File: config.mk
export PLATFORM = sky130hd
export DESIGN_NAME = disp7seg_scan
export DESIGN_NICKNAME = d
export VERILOG_FILES = /design/src/rtl/disp7seg_scan.sv
export SDC_FILE = /design/constraint.sdc
export NUM_CORES = 1
export LEC_CHECK = 0
export BUFFER_PORTS_ARGS = -buffer_cell sky130_fd_sc_hd__buf_2
export CAP_MARGIN = 40
export CELL_PAD_IN_SITES_DETAIL_PLACEMENT = 0
export CELL_PAD_IN_SITES_GLOBAL_PLACEMENT = 1
export CORE_ASPECT_RATIO = 1.4
export CORE_MARGIN = 2
export CORE_UTILIZATION = 40
export CTS_CLUSTER_DIAMETER = 50
export CTS_CLUSTER_SIZE = 10
export DETAILED_ROUTE_END_ITERATION = 8
export GPL_TIMING_DRIVEN = 0
export PLACE_DENSITY = 0.78
export SLEW_MARGIN = 10
export SYNTH_ARGS = -nofsm -noshare
export SYNTH_HDL_FRONTEND = slang
export SYNTH_SLANG_ARGS = --single-unit
File: constraint.sdc
create_clock -name clk -period 2.3 [get_ports clk]
set_clock_uncertainty 0.05 [all_clocks]
set_input_delay 0.46 -clock clk [delete_from_list [all_inputs] [get_ports clk]]
set_output_delay 0.46 -clock clk [all_outputs]
set_load 0.01 [all_outputs]
File: src/rtl/disp7seg_scan.sv
// Four-digit multiplexed 7-segment driver for an "SS.CC" stopwatch readout.
// Inputs are snapshotted once per frame and converted to BCD by repeated subtract-by-10.
module disp7seg_scan #(
   parameter int SCAN_DIV     = 250,
   parameter bit COMMON_ANODE = 1'b1
) (
   input  logic       clk,
   input  logic       rst_n,
   input  logic [6:0] cent_seg,
   input  logic [5:0] seg,
   input  logic       blank_lead,
   output logic [3:0] an,
   output logic [6:0] seg_out,
   output logic       dp,
   output logic       conv_busy
);

   localparam int CW = $clog2(SCAN_DIV);
   localparam logic [CW-1:0] DIV_LAST = CW'(SCAN_DIV - 1);
   localparam logic [3:0] AN_OFF  = COMMON_ANODE ? 4'hF : 4'h0;
   localparam logic [6:0] SEG_OFF = COMMON_ANODE ? 7'h7F : 7'h00;
   localparam logic       DP_OFF  = COMMON_ANODE;

   typedef enum logic {IDLE, CONV} state_t;

   state_t        state;
   logic [CW-1:0] div_cnt;
   logic [1:0]    idx;
   logic          first;
   logic [6:0]    rem_c;
   logic [5:0]    rem_s;
   logic [3:0]    tens_c, tens_s;
   logic          err_c, err_s;
   logic [3:0]    disp_cu, disp_ct, disp_su, disp_st;
   logic          disp_err_c, disp_err_s;

   logic          div_last, frame_start;
   logic [3:0]    val;
   logic          verr;
   logic [6:0]    font, seg_on;
   logic [3:0]    an_on;
   logic          dp_on;

   assign div_last    = (div_cnt == DIV_LAST);
   assign frame_start = first || (div_last && idx == 2'd3);

   always_comb begin
      val  = disp_cu;
      verr = disp_err_c;
      case (idx)
         2'd0: begin val = disp_cu; verr = disp_err_c; end
         2'd1: begin val = disp_ct; verr = disp_err_c; end
         2'd2: begin val = disp_su; verr = disp_err_s; end
         2'd3: begin val = disp_st; verr = disp_err_s; end
         default: ;
      endcase
      case (val)
         4'd0: font = 7'h3F;
         4'd1: font = 7'h06;
         4'd2: font = 7'h5B;
         4'd3: font = 7'h4F;
         4'd4: font = 7'h66;
         4'd5: font = 7'h6D;
         4'd6: font = 7'h7D;
         4'd7: font = 7'h07;
         4'd8: font = 7'h7F;
         4'd9: font = 7'h6F;
         default: font = 7'h00;
      endcase
      // An out-of-range pair shows dash; only a legal zero in the leading digit blanks.
      seg_on = verr ? 7'h40 : font;
      if (idx == 2'd3 && blank_lead && val == 4'd0 && !disp_err_s) seg_on = 7'h00;
      an_on = 4'b0001 << idx;
      dp_on = (idx == 2'd2);
   end

   always_ff @(posedge clk) begin
      if (!rst_n) begin
         state      <= IDLE;
         div_cnt    <= '0;
         idx        <= 2'd0;
         first      <= 1'b1;
         conv_busy  <= 1'b0;
         rem_c      <= '0;
         rem_s      <= '0;
         tens_c     <= '0;
         tens_s     <= '0;
         err_c      <= 1'b0;
         err_s      <= 1'b0;
         disp_cu    <= '0;
         disp_ct    <= '0;
         disp_su    <= '0;
         disp_st    <= '0;
         disp_err_c <= 1'b0;
         disp_err_s <= 1'b0;
         an         <= AN_OFF;
         seg_out    <= SEG_OFF;
         dp         <= DP_OFF;
      end else begin
         first <= 1'b0;
         if (div_last) begin
            div_cnt <= '0;
            idx     <= idx + 2'd1;
         end else begin
            div_cnt <= div_cnt + CW'(1);
         end

         case (state)
            IDLE: if (frame_start) begin
               rem_c     <= cent_seg;
               rem_s     <= seg;
               tens_c    <= '0;
               tens_s    <= '0;
               err_c     <= (cent_seg > 7'd99);
               err_s     <= (seg > 6'd59);
               conv_busy <= 1'b1;
               state     <= CONV;
            end
            CONV: begin
               if (rem_c >= 7'd10) begin
                  rem_c  <= rem_c - 7'd10;
                  tens_c <= tens_c + 4'd1;
               end
               if (rem_s >= 6'd10) begin
                  rem_s  <= rem_s - 6'd10;
                  tens_s <= tens_s + 4'd1;
               end
               // All four digits commit together so a frame never shows a half-updated value.
               if (rem_c < 7'd10 && rem_s < 6'd10) begin
                  disp_cu    <= rem_c[3:0];
                  disp_ct    <= tens_c;
                  disp_su    <= rem_s[3:0];
                  disp_st    <= tens_s;
                  disp_err_c <= err_c;
                  disp_err_s <= err_s;
                  conv_busy  <= 1'b0;
                  state      <= IDLE;
               end
            end
            default: state <= IDLE;
         endcase

         an      <= COMMON_ANODE ? ~an_on  : an_on;
         seg_out <= COMMON_ANODE ? ~seg_on : seg_on;
         dp      <= COMMON_ANODE ? ~dp_on  : dp_on;
      end
   end

endmodule

==> results.sh, run 1 <==
export IMPL_vdd_drop_max_uv=470
export IMPL_grt_overflow_total=0
export IMPL_worst_pin_slew_ns=0.579
export IMPL_htreeDepth=3
export IMPL_grt_max_degree=11
export IMPL_dp_cells=461
export IMPL_critPathMaxStageDelay_ns=0.40
export IMPL_hpwl_um=4870
export IMPL_cts_sinks=65
export IMPL_power_switching_mw=0.693
export IMPL_antenna_found_initial=0
export IMPL_fp_row_count=37
export IMPL_hold_path_class="input port to flop"
export IMPL_path_clk_slew_ns=0.07
export IMPL_required_ns=2.44
export IMPL_finalNonFillerCells=487
export IMPL_maxSlewHeadroom_pct=60.3
export IMPL_crit_family="compound AO/OA/AOI/OAI gates"
export IMPL_critPathKind="flop to flop"
export IMPL_use_met3_pct=4.41
export IMPL_final_core_util_pct=50.2
export IMPL_ys_top_cells_by_area="dfxtp_1 (43%), mux2i_1 (7.3%), ha_1 (6.7%)"
export IMPL_synthTopCellsByCount="dfxtp_1 (65), nor2_1 (47), nand2_1 (31)"
export IMPL_io_buffers=28
export IMPL_synth_most_common_cell="dfxtp_1"
export IMPL_ys_warn_count=0
export IMPL_first_pass_iters=4
export IMPL_route_detailed_drc=0
export IMPL_clk_latency_ns=0.34
export IMPL_grt_busiest_layer="met2"
export IMPL_synth_area_per_cell_um2=8.93
export IMPL_areaGrowthSynthToFinish_pct=22.5
export IMPL_cts_tree="built"
export IMPL_grt_pass1_vias=2319
export IMPL_p_comb_share_pct=15.1
export IMPL_critPathCaptureType="flop"
export IMPL_timing_setup_tns_ns=0
export IMPL_start_kind="flop"
export IMPL_grtUsageMet2_pct=29.9
export IMPL_fmax_ghz=0.449
export IMPL_ios=29
export IMPL_switching_share_pct=25.3
export IMPL_die_w_um=77.2
export IMPL_maxCapViolCount=0
export IMPL_gp_congestion=0.787
export IMPL_async_reset_ff_share_pct=0
export IMPL_clock_path_buffers=2
export IMPL_layout_nets=417
export IMPL_drive_gt1_share_pct=22.3
export IMPL_total_power_mw=2.74
export IMPL_synth_ff_type="dfxtp_1"
export IMPL_min_period_over_period_pct=96.9
export IMPL_routed_wl_um=6610
export IMPL_hold_buffers=0
export IMPL_hold_violations=0
export IMPL_holdWs_ns=0.305
export IMPL_die_h_um=106
export IMPL_yosysSeqAreaShare_pct=43.4
export IMPL_pwr_share_clk_pct=39.8
export IMPL_synth_distinct_cells=48
export IMPL_root_buffer="clkbuf_8"
export IMPL_drt_iter0_markers=85
export IMPL_synth_largest_area_cell="dfxtp_1"
export IMPL_setup_violations=0
export IMPL_synthDominantCellAreaShare_pct=43.4
export IMPL_ant_nets=0
export IMPL_arrival_ns=2.37
export IMPL_numCtsBuffers=9
export IMPL_start_util_pct=41.0
export IMPL_drt_vias_per_instance=5.02
export IMPL_core_um2=7310
export IMPL_pwr_share_seq_pct=45.2
export IMPL_drv_slew=0
export IMPL_grt_setup_unrepaired="true"
export IMPL_timing_final_crit_period_ns=2.23
export IMPL_internal_power_mw=2.05
export IMPL_grt_usage_pct=16.9
export IMPL_grtUsageMet1_pct=18.6
export IMPL_path_cells="inv_4 -> ha_1 -> buf_4 -> mux2_4 -> ha_1 -> nand4b_1 -> o21bai_1 -> a21oi_2 -> o21ai_0"
export IMPL_die_area_um2=8220
export IMPL_power_density_nw_per_um2=747
export IMPL_grt_pass1_wl_um=10800
export IMPL_syn_inst=336
export IMPL_synth_edf_count=0
export IMPL_crit_path_max_fanout=5
export IMPL_syn_cell_area_um2=3000
export IMPL_ys_seq_elements=65
export IMPL_vias=2445
export IMPL_leakage_nw=1.55
export IMPL_syn_nets=368
export IMPL_path_common_cell="ha_1"
export IMPL_avgRoutedWirePerCell_um=13.6
export IMPL_path_buf_inv=2
export IMPL_cpMaxStageDelayCell="dfxtp_4"
export IMPL_outcome="finished clean"
export IMPL_antenna_cells=0
-- state kept, by name (all words and copies together), names as in the netlist --
register and flops:
err_c 1, an 3, state 1, rem_s 6, tens_c 4, disp_su 4, rem_c 7, dp 1
first 1, err_s 1, disp_cu 4, disp_err_s 1, tens_s 4, disp_err_c 1, conv_busy 1, disp_ct 4
disp_st 4, seg_out 7, div_cnt 8, idx 2
-- worst register-to-register path, delay by kind of cell (launching register included) --
| family | cells | cell delay (ns) |
|---|---|---|
| simple gates | 1 | 0.16 |
| compound gates | 3 | 0.48 |
| buf+inv | 2 | 0.23 |
| fa+ha+maj | 2 | 0.43 |
| flops | 1 | 0.40 |
| mux | 1 | 0.33 |
-- power by group through the flow --
stage / clock [mW] / combinational [mW] / sequential (mW)
floorplan: 0 / 0.272 / 1.26
global placement: 0 / 0.370 / 1.26
detailed placement: 0 / 0.377 / 1.26
CTS: 1.12 / 0.408 / 1.24
global route: 1.17 / 0.462 / 1.25
finish: 1.09 / 0.413 / 1.24
-- stage by stage --
stage	setup slack (ns)	area [um2]
CTS	0.00580	3580
finish	0.0720	3670
global placement	-0.315	3260
detailed placement	-0.332	3260
floorplan	0.107	3000
global route	-0.0673	3670
-- path summary, 6_finish.rpt --
check | end | from | slack, ns | cells past startpoint
setup reg to reg | seg_out[0] | idx[0] | 0.07 | 9
hold / removal | rem_c[0] | cent_seg[0] | 0.30 | 3
hold reg to reg | rem_s[0] | rem_s[0] | 0.41 | 2
setup / recovery | seg_out[0] | idx[0] | 0.07 | 9
-- layer usage --
metal	routed length (um)	part of all wire, %
met5	0	0
met4	109	1.6
met3	209	3.2
met2	3460	52
met1	2830	43
-- repair_timing --
item,CTS,global route
endpoints found under the setup margin,37,42
pin swaps,1,7
gates resized for setup,16,20
setup buffers,8,5
-- final cells by class --
cell class / count / area, um2
Clock buffer: 14 / 163
Sequential cell: 65 / 1310
Inverter: 20 / 77.6
Timing Repair Buffer: 41 / 238
Multi-Input combinational cell: 236 / 1640
Clock inverter: 2 / 60.1
Buffer: 12 / 63.8
Fill cell: 744 / 3640
Tap cell: 97 / 121
-- cell families (layout without fill, tap and decap cells) --
group / Yosys count / count (layout) / synth area share, %
and+or+nand+nor: 112 / 112 / 17.4
AOI/OAI and AO/OA: 71 / 71 / 15.1
xor gates and xnor gates: 9 / 9 / 2.63
muxes: 28 / 28 / 9.60
buffers and inverters: 35 / 89 / 5.26
adders and majority gates: 16 / 16 / 6.67
DFF: 65 / 65 / 43.4
-- cells in the final DEF, fill, tap and decap left out, drive strengths merged, types with 2 or more instances in the layout --
master and instances:
dfxtp 65, nor2 47, buf 44, nand2 31
a21oi 23, clkbuf 23, mux2i 22, inv 20
o21ai 17, ha 16, nand3 9, mux2 6
xor2 5, a222oi 4, o21a 4, xnor2 4
o31ai 4, or3 4, nand4 3, or2 3
nand4b 2, a221oi 2, nor4 2, a31oi 2
o211ai 2, nor4bb 2, a21boi 2, nor3 2
and2 2, a211oi 2, bufinv 2, o31a 2
Note: power is estimated with default switching activity, not from simulation.
==> inputs of run 2 (changes only) <==
Settings changed: ABC_AREA from default to 1, CORE_UTILIZATION 40 to 39, MAX_ROUTING_LAYER from default to met4, PLACE_DENSITY 0.78 to 0.8.
==> run 2 against run 1 <==
  * Global-route usage up 1.1 points
  * Critical endpoint is now seg_out[4]
  * Largest cell class unchanged
  * Setup slack improved by 0.15 ns
  * Highest routed layer unchanged
  * Die area up 9.7%
  * Critical path type unchanged
  * First-iteration DRC count is 29% higher
==> results.sh, run 2 <==
export IMPL_ant_nets=0
export IMPL_largest_reg_flops=8
export IMPL_first_pass_iters=4
export IMPL_power_switching_mw=0.908
export IMPL_path_clk_slew_ns=0.05
export IMPL_place_area_um2=3490
export IMPL_path_buf_inv=2
export IMPL_grt_setup_unrepaired="false"
export IMPL_cts_resized=0
export IMPL_min_period_over_period_pct=90.3
export IMPL_final_common_cell="nand2_1"
export IMPL_hold_violations=0
export IMPL_synthTopCellsByCount="nand2_1 (94), nor2_1 (86), dfxtp_1 (65)"
export IMPL_clock_path_buffers=2
export IMPL_crit_path_max_fanout=7
export IMPL_drt_iter0_markers=110
export IMPL_syn_nets=484
export IMPL_io_buffers=28
export IMPL_postCtsSetupBuffers=0
export IMPL_synthDominantCellAreaShare_pct=40.4
export IMPL_power_density_nw_per_um2=834
export IMPL_cts_tree="built"
export IMPL_root_buffer="clkbuf_16"
export IMPL_leakage_nw=1.68
export IMPL_ys_warn_count=0
export IMPL_die_h_um=112
export IMPL_arrival_ns=2.23
export IMPL_layout_nets=523
export IMPL_pwr_share_seq_pct=42.5
export IMPL_fin_area_um2=3750
export IMPL_ys_seq_elements=65
export IMPL_numCtsBuffers=9
export IMPL_drt_vias_per_instance=4.76
export IMPL_internal_power_mw=2.21
export IMPL_syn_cell_area_um2=3220
export IMPL_start_util_pct=39.8
export IMPL_maxCapViolCount=0
export IMPL_hold_path_class="input port to flop"
export IMPL_grt_pass1_wl_um=12000
export IMPL_critPathLaunch="idx[0]"
export IMPL_die_area_um2=9010
export IMPL_hpwl_um=5370
export IMPL_grt_usage_pct=18.0
export IMPL_vdd_drop_max_uv=418
export IMPL_pwr_share_clk_pct=38.3
export IMPL_required_ns=2.45
export IMPL_ios=29
export IMPL_async_reset_ff_share_pct=0
export IMPL_critPathCaptureType="flop"
export IMPL_switching_share_pct=29.1
export IMPL_synth_area_per_cell_um2=7.13
export IMPL_antenna_cells=0
export IMPL_synth_edf_count=0
export IMPL_core_um2=8100
export IMPL_synth_largest_area_cell="dfxtp_1"
export IMPL_worst_pin_slew_ns=0.647
export IMPL_avgRoutedWirePerCell_um=12.1
export IMPL_start_kind="flop"
export IMPL_synth_ff_type="dfxtp_1"
export IMPL_timing_setup_tns_ns=0
export IMPL_fmax_ghz=0.481
export IMPL_gp_congestion=0.775
export IMPL_dp_cells=582
export IMPL_top_regs="div_cnt (8), rem_c (7), seg_out (7)"
export IMPL_pre_cts_slack_ns=0.0790
export IMPL_grt_pass1_vias=2666
export IMPL_syn_inst=452
export IMPL_synth_most_common_cell="nand2_1"
export IMPL_clk_latency_ns=0.33
export IMPL_drive_gt1_share_pct=14.8
export IMPL_critPathMaxStageDelay_ns=0.36
export IMPL_die_w_um=80.8
export IMPL_timing_final_crit_period_ns=2.08
export IMPL_p_comb_share_pct=19.2
export IMPL_final_cell_mix="nand2_1 (94), nor2_1 (86), dfxtp_1 (65), inv_1 (41), nand3_1 (38)"
export IMPL_largest_register="div_cnt"
export IMPL_synth_distinct_cells=36
export IMPL_critPathKind="flop to flop"
export IMPL_areaGrowthSynthToFinish_pct=16.3
export IMPL_timing_final_ws_setup_ns=0.222
export IMPL_cts_sinks=65
export IMPL_maxSlewHeadroom_pct=56.9
export IMPL_path_cells="inv_1 -> ha_1 -> inv_1 -> nor2_1 -> o21bai_1 -> ha_1 -> nand2_1 -> nor2_1 -> nor2_2 -> nand3_1"
export IMPL_drv_slew=0
export IMPL_hold_buffers=0
export IMPL_htreeDepth=3
export IMPL_grt_max_degree=11
export IMPL_grt_overflow_total=0
export IMPL_yosysSeqAreaShare_pct=40.4
export IMPL_fp_row_count=39
export IMPL_outcome="finished clean"
export IMPL_crit_family="simple AND/OR/NAND/NOR gates"
export IMPL_cpMaxStageDelayCell="dfxtp_1"
export IMPL_route_detailed_drc=0
export IMPL_antenna_found_initial=0
export IMPL_holdCritStartpoint="cent_seg[0]"
export IMPL_r2r_start="idx[0]"
export IMPL_vias=2832
export IMPL_setup_violations=0
export IMPL_routed_wl_um=7220
export IMPL_ys_top_cells_by_area="dfxtp_1 (40%), nand2_1 (11%), nor2_1 (10%)"
export IMPL_finalNonFillerCells=595
-- run 2: changes by cell type after synthesis, moves of 4 or more --
cell and change:
o21ai_1 +6, mux2_2 -6, nand2_2 +7, nor2_1 +39, buf_2 +4, nand2_1 +63
nand3_1 +29, o21ai_0 +12, mux2i_1 -22, inv_1 +21, clkbuf_1 -6, a222oi_1 -4
nor2_4 +4
-- run 2: layer usage --
| layer | part of all wire (%) | GRT usage, % |
|---|---|---|
| met5 | 0 | - |
| met4 | 1.5 | 7.23 |
| met3 | 4.5 | 5.11 |
| met2 | 52 | 31.1 |
| met1 | 41 | 18.7 |
-- run 2: area by class of cell --
class,count,area [um2]
fillers,876,4350
multi-input cells,328,1650
flip-flops and latches,65,1300
clock buffers,12,246
inverters,45,174
repair buffers,28,140
well taps,102,128
plain buffers,14,100
clock inverters,1,5.00
-- run 2: worst paths after layout --
check	slack, ns	endpoint	depth (start not counted)
worst max-delay path	0.22	seg_out[4]	10
worst min-delay path	0.33	rem_c[0]	3
worst max register to register	0.22	seg_out[4]	10
worst min register to register	0.43	div_cnt[0]	1
-- run 2: logic make-up (layout without fill, tap and decap cells) --
group / Yosys count / count (layout) / synth area share (%)
compound gates: 65 / 65 / 10.8
xor+xnor: 4 / 4 / 1.09
fa+ha+maj: 16 / 16 / 6.22
buf+inv: 59 / 100 / 8.51
flops: 65 / 65 / 40.4
simple gates: 243 / 243 / 32.9
-- run 2: power groups by stage --
stage | logic, mW | registers [mW] | clock network, mW
2_1_floorplan | 0.452 | 1.34 | 0
3_3_place_gp | 0.598 | 1.35 | 0
3_5_place_dp | 0.605 | 1.35 | 0
4_1_cts | 0.609 | 1.33 | 1.23
5_1_grt | 0.692 | 1.34 | 1.27
6_report | 0.599 | 1.33 | 1.20
-- run 2: per-stage QoR --
step                power, mW  utilization (%)  hold slack, ns
floorplan                1.79                -           0.384
global placement         1.94             43.1           0.397
detailed placement       1.96             43.1           0.422
CTS                      3.17             46.2           0.323
global route             3.30             46.2           0.344
finish                   3.12             46.2           0.335
-- run 2: tightest hold or removal path, cell delays in order --
cell,delay [ns]
buf_2,0.08
o21ai_0,0.07
nor2_1,0.07
==> inputs of run 3 (changes only) <==
Settings changed: CORE_UTILIZATION 39 to 40, CTS_BUF_LIST from default to sky130_fd_sc_hd__clkbuf_8, PLACE_DENSITY 0.8 to 0.81.
==> run 3 against run 2 <==
  * Core utilization up 0.62 points
  * Maximum frequency up 1.2%
  * Combinational power up 2%
  * Count of clock-buffer cells in the layout down 3
  * Non-clock buffer count unchanged
  * Sequential share of layout area up 0.87 points
  * Setup slack better by 0.025 ns
  * Via count up 0.42%
  * Largest power group unchanged
  * Highest routed layer unchanged
==> results.sh, run 3 (synthesis results as in run 2) <==
export IMPL_outcome="finished clean"
export IMPL_r2r_start="idx[0]"
export IMPL_maxCapViolCount=0
export IMPL_fin_area_um2=3650
export IMPL_timing_final_crit_period_ns=2.05
export IMPL_dp_cells=580
export IMPL_drive_gt1_share_pct=15.3
export IMPL_gp_congestion=0.843
export IMPL_die_w_um=79.8
export IMPL_largest_reg_flops=8
export IMPL_cts_tree="built"
export IMPL_layout_nets=523
export IMPL_first_pass_iters=4
export IMPL_total_power_mw=2.74
export IMPL_drt_iter0_markers=58
export IMPL_final_common_cell="nand2_1"
export IMPL_reg2regPathDepth=10
export IMPL_start_util_pct=41.3
export IMPL_worst_pin_slew_ns=0.674
export IMPL_arrival_ns=2.23
export IMPL_htreeDepth=3
export IMPL_min_period_over_period_pct=89.2
export IMPL_grt_setup_unrepaired="false"
export IMPL_numCtsBuffers=9
export IMPL_fmax_ghz=0.487
export IMPL_finalNonFillerCells=596
export IMPL_areaGrowthSynthToFinish_pct=13.5
export IMPL_whs_path_depth=3
export IMPL_grt_max_degree=11
export IMPL_die_area_um2=8800
export IMPL_antenna_cells=0
export IMPL_required_ns=2.48
export IMPL_start_kind="flop"
export IMPL_clock_path_buffers=2
export IMPL_avgRoutedWirePerCell_um=12.3
export IMPL_drt_vias_per_instance=4.77
export IMPL_grt_pass1_wl_um=12400
export IMPL_top_regs="div_cnt (8), rem_c (7), seg_out (7)"
export IMPL_power_density_nw_per_um2=749
export IMPL_cts_sinks=65
export IMPL_hold_buffers=0
export IMPL_path_clk_slew_ns=0.07
export IMPL_clk_latency_ns=0.35
export IMPL_hold_violations=0
export IMPL_holdCritStartpoint="cent_seg[0]"
export IMPL_leakage_nw=1.65
export IMPL_place_area_um2=3490
export IMPL_root_buffer="clkbuf_8"
export IMPL_vdd_drop_max_uv=375
export IMPL_ant_nets=0
export IMPL_hold_path_class="input port to flop"
export IMPL_die_h_um=110
export IMPL_routed_wl_um=7320
export IMPL_fp_row_count=38
export IMPL_ios=29
export IMPL_final_cell_mix="nand2_1 (94), nor2_1 (86), dfxtp_1 (65), inv_1 (43), nand3_1 (38)"
export IMPL_maxSlewHeadroom_pct=55.1
export IMPL_drv_slew=0
export IMPL_core_um2=7800
export IMPL_critPathKind="flop to flop"
export IMPL_hpwl_um=5480
export IMPL_grt_usage_pct=19.2
export IMPL_hold_end="rem_c[0]"
export IMPL_rrSetupSlack_ns=0.25
export IMPL_holdWs_ns=0.311
export IMPL_r2r_end="seg_out[3]"
export IMPL_crit_path_max_fanout=6
export IMPL_route_detailed_drc=0
export IMPL_grt_overflow_total=0
export IMPL_io_buffers=28
export IMPL_setup_violations=0
export IMPL_timing_setup_tns_ns=0
export IMPL_antenna_found_initial=0
export IMPL_grt_pass1_vias=2765
export IMPL_vias=2844
export IMPL_postCtsSetupBuffers=0
export IMPL_largest_register="div_cnt"
export IMPL_critPathCaptureType="flop"
[run 3: cell types whose count changed in the layout (fill, tap and decap cells not counted), sizes merged]
cell / change
inv: +3
clkbuf: -3
clkinv: +3
[run 3: repair_timing]
action | CTS | global route
endpoints found under the hold margin | 0 | 0
resized for setup | 0 | 3
setup endpoints to repair | 0 | 4
[run 3: worst max path at each step]
stage	endpoint	depth (start not counted)	slack (ns)	start
floorplan	seg_out[6]	13	0.40	idx[0]
global placement	seg_out[6]	13	0.12	idx[0]
detailed placement	seg_out[6]	13	0.06	idx[0]
CTS	seg_out[6]	13	0.04	idx[0]
global route	seg_out[6]	13	0.05	idx[0]
finish	seg_out[3]	10	0.25	idx[0]
[run 3: stage by stage]
stage,worst slack (ns),utilization [%]
floorplan,0.395,-
finish,0.248,46.9
detailed placement,0.0582,44.7
global route,0.0498,46.9
CTS,0.0374,46.7
global placement,0.123,44.7
[run 3: area by class of cell]
| class | instances | area (um2) |
|---|---|---|
| fillers | 855 | 4140 |
| multi-input cells | 328 | 1660 |
| flip-flops and latches | 65 | 1300 |
| inverters | 45 | 174 |
| repair buffers | 28 | 140 |
| well taps | 100 | 125 |
| clock buffers | 9 | 124 |
| plain buffers | 14 | 100 |
| clock inverters | 7 | 31.3 |
[run 3: critical path, cell delays in order (launching register included)]
cell      delay [ns]
dfxtp_1         0.33
inv_1           0.15
ha_1            0.33
nand2_1         0.09
nand2_1         0.09
nor2_1          0.04
nor2_1          0.22
ha_1            0.29
nand3b_1        0.19
nand3_1         0.10
nand3_1         0.07
[run 3: report_power, final]
| group | internal, mW | switching (mW) | total (mW) |
|---|---|---|---|
| combinational | 0.236 | 0.371 | 0.608 |
| clock | 0.371 | 0.434 | 0.805 |
| sequential | 1.24 | 0.0849 | 1.32 |
| total | 1.85 | 0.890 | 2.74 |
[run 3: layer usage]
metal	vias up	GRT usage (%)	share of wire, %
li1	1516	-	-
met1	1274	20.2	44
met2	39	33.9	50
met3	15	4.48	2.9
met4	0	9.08	2.9
met5	-	-	0
